==> config.mk <==
export PLATFORM = sky130hd
export DESIGN_NAME = uart_imem_loader
export DESIGN_NICKNAME = d
export VERILOG_FILES = /design/src/rtl/uart_loader_pkg.sv /design/src/rtl/uart_rx_byte.sv /design/src/rtl/uart_imem_loader.sv
export SDC_FILE = /design/constraint.sdc
export NUM_CORES = 1
export LEC_CHECK = 0
export CELL_PAD_IN_SITES_DETAIL_PLACEMENT = 0
export CELL_PAD_IN_SITES_GLOBAL_PLACEMENT = 2
export CORE_UTILIZATION = 33
export DETAILED_ROUTE_END_ITERATION = 7
export PLACE_DENSITY = 0.87
export SETUP_SLACK_MARGIN = 0.02
export SLEW_MARGIN = 10
export SYNTH_ARGS = -nofsm -noshare
export SYNTH_HDL_FRONTEND = slang
export SYNTH_SLANG_ARGS = --single-unit
==> constraint.sdc <==
create_clock -name clk -period 2.8 [get_ports clk]
set_input_delay 0.42 -clock clk [delete_from_list [all_inputs] [get_ports clk]]
set_output_delay 0.42 -clock clk [all_outputs]
set_load 0.005 [all_outputs]
==> src/rtl/uart_loader_pkg.sv <==
// Shared types and constants for the UART instruction-memory loader.
package uart_loader_pkg;

    // Loader sequencing: header byte, data bytes, one-cycle write, then sticky end states
    typedef enum logic [2:0] {
        HDR,
        BYTES,
        WRITE,
        DONE,
        ERR
    } loader_state_t;

    // Receiver framing states for one 8N1 character
    typedef enum logic [1:0] {
        IDLE,
        START,
        DATA,
        STOP
    } rx_state_t;

    localparam int BYTES_PER_WORD = 4;

endpackage

==> src/rtl/uart_rx_byte.sv <==
// 8N1 UART receiver: synchronizes the pin, times mid-bit samples and reports
// each character as a one-cycle rx_valid, or rx_ferr when the stop bit is low.
module uart_rx_byte
    import uart_loader_pkg::*;
#(
    parameter int CLKS_PER_BIT = 87
) (
    input  logic       clk,
    input  logic       reset,
    input  logic       uart_rx,
    output logic [7:0] rx_byte,
    output logic       rx_valid,
    output logic       rx_ferr
);

    localparam int CNT_W = $clog2(CLKS_PER_BIT);
    localparam logic [CNT_W-1:0] HALF_M1 = CNT_W'(CLKS_PER_BIT / 2 - 1);
    localparam logic [CNT_W-1:0] FULL_M1 = CNT_W'(CLKS_PER_BIT - 1);

    rx_state_t        state;
    rx_state_t        state_nxt;
    logic             rx_meta;
    logic             rx_sync;
    logic             rx_prev;
    logic [CNT_W-1:0] baud_cnt;
    logic [2:0]       bit_cnt;
    logic [7:0]       shift;
    logic             half_hit;
    logic             full_hit;

    assign half_hit = (baud_cnt == HALF_M1);
    assign full_hit = (baud_cnt == FULL_M1);
    assign rx_byte  = shift;

    // Two-flop synchronizer plus one delayed copy for falling-edge detection
    always_ff @(posedge clk) begin
        if (reset) begin
            rx_meta <= 1'b1;
            rx_sync <= 1'b1;
            rx_prev <= 1'b1;
        end else begin
            rx_meta <= uart_rx;
            rx_sync <= rx_meta;
            rx_prev <= rx_sync;
        end
    end

    // Receiver state register
    always_ff @(posedge clk) begin
        if (reset) state <= IDLE;
        else       state <= state_nxt;
    end

    // Next-state decode; a high line at the half-bit point is a glitch, not a start bit
    always_comb begin
        state_nxt = state;
        case (state)
            IDLE:  if (rx_prev && !rx_sync) state_nxt = START;
            START: if (half_hit) state_nxt = rx_sync ? IDLE : DATA;
            DATA:  if (full_hit && bit_cnt == 3'd7) state_nxt = STOP;
            STOP:  if (full_hit) state_nxt = IDLE;
            default: state_nxt = IDLE;
        endcase
    end

    // Baud/bit counters and the one-cycle result strobes
    always_ff @(posedge clk) begin
        if (reset) begin
            baud_cnt <= '0;
            bit_cnt  <= '0;
            rx_valid <= 1'b0;
            rx_ferr  <= 1'b0;
        end else begin
            rx_valid <= 1'b0;
            rx_ferr  <= 1'b0;
            case (state)
                IDLE: begin
                    baud_cnt <= '0;
                    bit_cnt  <= '0;
                end
                START: baud_cnt <= half_hit ? '0 : baud_cnt + CNT_W'(1);
                DATA: begin
                    if (full_hit) begin
                        baud_cnt <= '0;
                        bit_cnt  <= bit_cnt + 3'd1;
                    end else begin
                        baud_cnt <= baud_cnt + CNT_W'(1);
                    end
                end
                STOP: begin
                    if (full_hit) begin
                        baud_cnt <= '0;
                        rx_valid <= rx_sync;
                        rx_ferr  <= !rx_sync;
                    end else begin
                        baud_cnt <= baud_cnt + CNT_W'(1);
                    end
                end
                default: baud_cnt <= '0;
            endcase
        end
    end

    // Data bits arrive LSB first, so shift in from the top
    always_ff @(posedge clk) begin
        if (state == DATA && full_hit) shift <= {rx_sync, shift[7:1]};
    end

endmodule

==> src/rtl/uart_imem_loader.sv <==
// Boot loader: takes a word-count header and little-endian words over UART,
// writes them to instruction memory from address 0 and releases the CPU when done.
module uart_imem_loader
    import uart_loader_pkg::*;
#(
    parameter  int CLKS_PER_BIT    = 87,
    parameter  int INSTR_MEM_DEPTH = 128,
    localparam int ADDR_W          = $clog2(INSTR_MEM_DEPTH)
) (
    input  logic              clk,
    input  logic              reset,
    input  logic              uart_rx,
    input  logic              enable,
    output logic              imem_we,
    output logic [ADDR_W-1:0] imem_addr,
    output logic [31:0]       imem_wdata,
    output logic              cpu_enable,
    output logic              load_busy,
    output logic              load_done,
    output logic              load_error
);

    // One extra bit so a full-depth count is representable
    localparam int CNT_W = ADDR_W + 1;

    loader_state_t    state;
    loader_state_t    state_nxt;
    logic [7:0]       rx_byte;
    logic             rx_valid;
    logic             rx_ferr;
    logic [CNT_W-1:0] n_words;
    logic [CNT_W-1:0] words_written;
    logic [1:0]       byte_cnt;
    logic [31:0]      word_reg;
    logic             hdr_bad;
    logic             last_byte;
    logic             last_word;

    uart_rx_byte #(
        .CLKS_PER_BIT(CLKS_PER_BIT)
    ) u_rx (
        .clk     (clk),
        .reset   (reset),
        .uart_rx (uart_rx),
        .rx_byte (rx_byte),
        .rx_valid(rx_valid),
        .rx_ferr (rx_ferr)
    );

    assign hdr_bad    = (rx_byte == 8'd0) || (int'({24'd0, rx_byte}) > INSTR_MEM_DEPTH);
    assign last_byte  = (byte_cnt == 2'(BYTES_PER_WORD - 1));
    assign last_word  = ((words_written + CNT_W'(1)) == n_words);

    assign imem_we    = (state == WRITE);
    assign imem_wdata = word_reg;
    assign load_busy  = (state == BYTES) || (state == WRITE);
    assign load_done  = (state == DONE);
    assign load_error = (state == ERR);
    assign cpu_enable = load_done & enable;

    // Loader state register
    always_ff @(posedge clk) begin
        if (reset) state <= HDR;
        else       state <= state_nxt;
    end

    // Loader sequencing; DONE and ERR are left only through reset
    always_comb begin
        state_nxt = state;
        case (state)
            HDR: begin
                if (rx_ferr)       state_nxt = ERR;
                else if (rx_valid) state_nxt = hdr_bad ? ERR : BYTES;
            end
            BYTES: begin
                if (rx_ferr)                    state_nxt = ERR;
                else if (rx_valid && last_byte) state_nxt = WRITE;
            end
            WRITE:   state_nxt = last_word ? DONE : BYTES;
            DONE:    state_nxt = DONE;
            ERR:     state_nxt = ERR;
            default: state_nxt = ERR;
        endcase
    end

    // Word assembly, write address and progress counters
    always_ff @(posedge clk) begin
        if (reset) begin
            n_words       <= '0;
            words_written <= '0;
            byte_cnt      <= '0;
            word_reg      <= '0;
            imem_addr     <= '0;
        end else begin
            case (state)
                HDR: begin
                    if (rx_valid && !rx_ferr && !hdr_bad) begin
                        n_words       <= CNT_W'(rx_byte);
                        words_written <= '0;
                        byte_cnt      <= '0;
                    end
                end
                BYTES: begin
                    if (rx_valid) begin
                        word_reg <= {rx_byte, word_reg[31:8]};
                        byte_cnt <= byte_cnt + 2'd1;
                    end
                end
                WRITE: begin
                    imem_addr     <= imem_addr + ADDR_W'(1);
                    words_written <= words_written + CNT_W'(1);
                end
                default: ;
            endcase
        end
    end

endmodule

# Word level (Yosys, flattened, before mapping)
# Cells that the tools add are included.
# totals
ff_bits	85
out_inout_bits	44
# op_classes
n_addsub	5
order_cmp	1
n_eq_ne	21
muxes	23
n_bitwise	3
reduce_logical	26
# op_table
cell	n
$pmux 7 s3	1
$mux 3	6
$mux 2	8
$pmux 8 s2	1
$add 7x1->7 const B	2
$mux 7	2
$ne 2x1->1 const B	6
$pmux 3 s4	1
$reduce_and 2->1	5
$add 8x1->8 const B	1
$eq 8x8->1	1
$gt 8x8->1 const B	1
$logic_not 8->1	1
$mux 8	1
$pmux 2 s4	1
$eq 7x6->1 const B	1
$eq 7x7->1 const B	1
$eq 2x2->1 const B	3
$eq 3x2->1 const B	2
$eq 3x3->1 const B	2
$logic_and 1x1->1	6
$ne 3x1->1 const B	2
$pmux 3 s2	1
$reduce_bool 2->1	3
16 further kinds	20

# Longest topological paths before layout
# logic_depth
ltp_word	6
depth_mapped	8
ltp_nobuf	7

# Cells and area by module
# Synthesis repeated with hierarchy kept, for this count alone.
# hier_totals
cells_unflattened	398
hier_area_um2	3599.7
# modules_own_cells
module	instances	cells_per_inst	area_per_inst_um2
uart_imem_loader	1	312	2593.7
uart_rx_byte	1	86	1006.0

# Least setup slack after synthesis
# OpenSTA, ideal clock, no wires.
# synth_timing
kind	reg-to-reg
startpoint	register u_rx.shift[3] (netlist: u_rx.rx_byte[3])
endpoint	register n_words[6]
setup_time_ns	0.128
t_arrival_ns	1.832
path_slack_ns	0.840
path_stages_with_launch	7
period_less_slack_ns	1.960
path_cell_list	edfxtp_1 -> or4_4 -> or3_4 -> nand4_1 -> buf_6 -> mux2i_1 -> nor2_1
# synth_between
elab_chain_cells	5
# synth_lines
element	line	text
start, declared	uart_rx_byte.sv:27	logic [7:0] shift;
start signal, assigned	uart_rx_byte.sv:106	if (state == DATA && full_hit) shift <= {rx_sync, shift[7:1]};
$gt 8x8->1 / $logic_not 8->1 (equally long branches)	uart_imem_loader.sv:50	assign hdr_bad = (rx_byte == 8'd0) || (int'({24'd0, rx_byte}) > INSTR_MEM_DEPTH);
$logic_or 1x1->1 *	uart_imem_loader.sv:50	
$logic_not 1->1 *	uart_imem_loader.sv:97	if (rx_valid && !rx_ferr && !hdr_bad) begin
$logic_and 1x1->1 *	uart_imem_loader.sv:97	
$reduce_and 2->1 (no source line) *	--	
end signal, assigned	uart_imem_loader.sv:98	n_words <= CNT_W'(rx_byte);
end, declared	uart_imem_loader.sv:31	logic [CNT_W-1:0] n_words;
# Mark *: on every way between the ends. The rest lies on a longest branch, timed or not.
# A chain may end at the register's enable or synchronous reset.

# Final worst setup path
# Ends and elaborated chain as after synthesis.

==> summary.md <==
| Metric | Value |
|---|---|
| Status | `finished, final reports clean` |
| Final setup fails | `0` |
| Number of buffers added on ports | `between 40 and 50` |
| Gate count after technology mapping | `between 300 and 400` |
| FF+latch area | `~0.0018 mm^2` |
| R2r endpoint | `n_words[6]` |
| Setup TNS | `0 ns` |
| Antenna Nets Post-Route | `0` |
| Non-Filler Instances | `between 500 and 600` |
| Clk Latency, worst-skew pair | `between 0.3 and 0.4 ns` |
| Worst Reg-to-Reg Cells | `5` |
| Die Width | `106 um` |
| WHS Endpoint | `u_rx.rx_sync` |
| Pleak | `between 1.5 and 2 nW` |
| Hold Path Class | `reg -> reg` |
| Setup bufs post-CTS | `0` |
| Hold path startpoint | `u_rx.rx_meta` |
| Syn avg cell area | `8.96 um^2` |
| CP max FO | `9` |
| Root Buffer | `clkbuf_8` |
| Area of the multi-input gates | `~0.0016 mm^2` |
| PnR worst setup slack | `roughly 0.43 ns` |
| Mapped cell area | `between 0.003 and 0.004 mm^2` |
| VDD IR-drop max | `about 350 uV` |
| Max-slew violation count | `0` |
| Register bit total from synthesis | `85` |
| Setup slack, reg-to-reg | `roughly 0.43 ns` |
| Share of post-route cells with drive strength above 1 | `0.0809` |
| Final hold slack | `just over 0.4 ns` |
| GPL Wtd Cong | `0.752` |
| Min Clock Period, post-route | `~2.4 ns` |
| 1st-iter DRT viols | `85` |
| Design area | `between 0.004 and 0.005 mm^2` |
| Final Cycle Share | `0.846` |
| Most frequent cells in the layout | `nand2_1 (77), dfxtp_1 (77), a21oi_1 (46), clkdlybuf4s50_1 (46), nor2_1 (35)` |
| Startpoint Class | `flop` |
| Via Count | `between 2000 and 3000` |
| Setup repair after global routing missed its margin | `false` |
| Initial Util | `0.342` |
| Tightest Pin Transition | `approximately 0.62 ns` |
| GR peak layer | `met2` |
| Initial antenna violation count | `0` |
| Final WL | `roughly 7.4 mm` |
| Type of destination of the critical path | `flop` |
| GRT Total Usage | `0.144` |
| Crit path launch | `u_rx.rx_byte[3]` |
| Post-Syn Nets | `roughly 410` |
| Boundary Pins | `48` |
| Setup WS pre-CTS | `0.443 ns` |
| Clock Skews | `between 0.015 and 0.02 ns` |
| Synth unique cells | `49` |
| Vias in the first global route | `2635` |
| Crit path DAT | `roughly 2.6 ns` |
| Post-DR vias/cell | `4.80` |
| Number of synthesized flops with an enable pin | `8` |
| First-pass GRT wire length | `12.8 mm` |
| Placement Cell Area | `0.00412 mm^2` |
| Setup CP Type | `reg -> reg` |
| CTS Buf Count | `9` |
| Post-synthesis async set-or-reset flop share | `0` |
| Htree depth | `3` |
| Total gr overflow | `0` |
| Fillers | `between 1000 and 1500` |
| Hold Vio Cnt, Final | `0` |
| Drt pass-1 iters | `4` |
| M3 GR Usage | `0.0396` |
| Max Cap Viol | `0` |
| DR WL/cell | `12.8 um` |
| Core ar. | `0.0104 mm^2` |
| Grt met2 use | `0.233` |
| Antenna cells | `0` |
| Largest net degree at the start of global routing | `33` |
| CTS max path bufs | `2` |
| Synth Flop Type | `dfxtp_1` |
| Post-CTS Hold Buffers | `0` |
| Sequential area share after synthesis | `0.502` |
| # DRC | `0` |
| Syn-to-layout area delta | `21.7%` |
| Reg clk slew, reported paths | `about 0.09 ns` |
| Post-layout net count | `between 400 and 500` |
| Hold path cells | `1` |
| Max frequency | `about 0.42 GHz` |
| Rel. slew slack | `0.586` |
| CTS sink cnt | `85` |
| Row count | `37` |
| CP Data Required Time | `3.02 ns` |
| Met1 usage in global routing | `0.188` |
| Placed insts | `565` |
| Chip height | `106 um` |
| Yosys warnings | `0` |
| Cell Pwr Density | `approximately 500 mW/mm^2` |
| Post-DP HPWL | `between 5 and 6 mm` |
| Die ar. | `around 0.011 mm^2` |
| Post_cts resized | `0` |
| CTS tree | `yes` |
| Worst R2R Start | `u_rx.rx_byte[3]` |
[worst max-delay path by stage]
stage,endpoint,slack [ns],cells past startpoint
2_1_floorplan,n_words[6],0.84,6
3_3_place_gp,n_words[3],0.51,5
3_5_place_dp,n_words[6],0.44,5
4_1_cts,n_words[6],0.42,5
5_1_grt,n_words[0],0.28,5
6_report,n_words[6],0.43,5
[cell usage after synthesis (3+ instances only)]
| cell type | instances | share of area |
|---|---|---|
| nand3b_1 | 3 | 0.0063 |
| and2_1 | 4 | 0.0070 |
| nor2_1 | 35 | 0.037 |
| a31oi_1 | 3 | 0.0053 |
| or2_2 | 4 | 0.0070 |
| and3_1 | 3 | 0.0053 |
| clkbuf_1 | 15 | 0.016 |
| nor2b_1 | 3 | 0.0053 |
| xor2_1 | 10 | 0.025 |
| ha_1 | 7 | 0.025 |
| nand2_1 | 77 | 0.081 |
| inv_1 | 6 | 0.0063 |
| xnor2_1 | 14 | 0.035 |
| mux2i_1 | 8 | 0.023 |
| or3_1 | 6 | 0.011 |
| a21oi_1 | 46 | 0.065 |
| dfxtp_1 | 77 | 0.43 |
| edfxtp_1 | 8 | 0.068 |
| o21ai_0 | 7 | 0.0099 |
| o21ai_1 | 6 | 0.0085 |
| nand3_1 | 13 | 0.018 |
[cell type report]
cell class | count | share of cell area
Sequential cell | 85 | 0.412
Inverter | 6 | 0.00521
Clock inverter | 7 | 0.0180
Multi-Input combinational cell | 283 | 0.375
Clock buffer | 9 | 0.0287
Tap cell | 136 | 0.0394
Timing Repair Buffer | 55 | 0.122
[worst max-delay path, cell delays in order (launching register included)]
cell and delay (ns):
edfxtp_1 0.45, or4_4 0.57, or3_4 0.41, nand4_1 0.48, mux2i_1 0.27, nor2_1 0.06
[power breakdown]
group | switching (mW) | internal [mW]
Sequential | 0.00354 | 1.23
Combinational | 0.0192 | 0.00940
Clock | 0.468 | 0.425
[per-layer routing]
metal	up-vias	share of wire	wire length, um
met5	-	0	0
met4	0	0.0065	48
met3	4	0.035	260
met2	45	0.47	3510
met1	1298	0.49	3620
li1	1439	-	-
[state kept, by name (all words and copies together), names as in the netlist, named ones only]
| signal | flops |
|---|---|
| u_rx.state | 1 |
| u_rx.rx_ferr | 1 |
| imem_wdata | 32 |
| u_rx.rx_valid | 1 |
| u_rx.rx_sync | 1 |
| state | 3 |
| u_rx.rx_meta | 1 |
| u_rx.rx_byte | 8 |
| u_rx.rx_prev | 1 |
| byte_cnt | 2 |
| u_rx.bit_cnt | 3 |
| imem_addr | 7 |
| u_rx.baud_cnt | 7 |
| words_written | 8 |
| n_words | 8 |
[metrics by stage]
| step | util | power (mW) |
|---|---|---|
| 2_1_floorplan | - | 1.28 |
| 3_3_place_gp | 0.397 | 1.29 |
| 3_5_place_dp | 0.397 | 1.29 |
| 4_1_cts | 0.417 | 2.18 |
| 5_1_grt | 0.417 | 2.24 |
| 6_report | 0.417 | 2.15 |
[cells by family (layout without fill, tap and decap cells)]
group	Yosys count	after routing	synth area share
and+or+nand+nor	168	168	0.225
DFF	85	85	0.502
AOI/OAI and AO/OA	75	75	0.122
buffers and inverters	28	77	0.0416
xor gates and xnor gates	24	24	0.0592
muxes	9	9	0.0257
adders and majority gates	7	7	0.0247
Note: power is estimated with default switching activity, not from simulation.
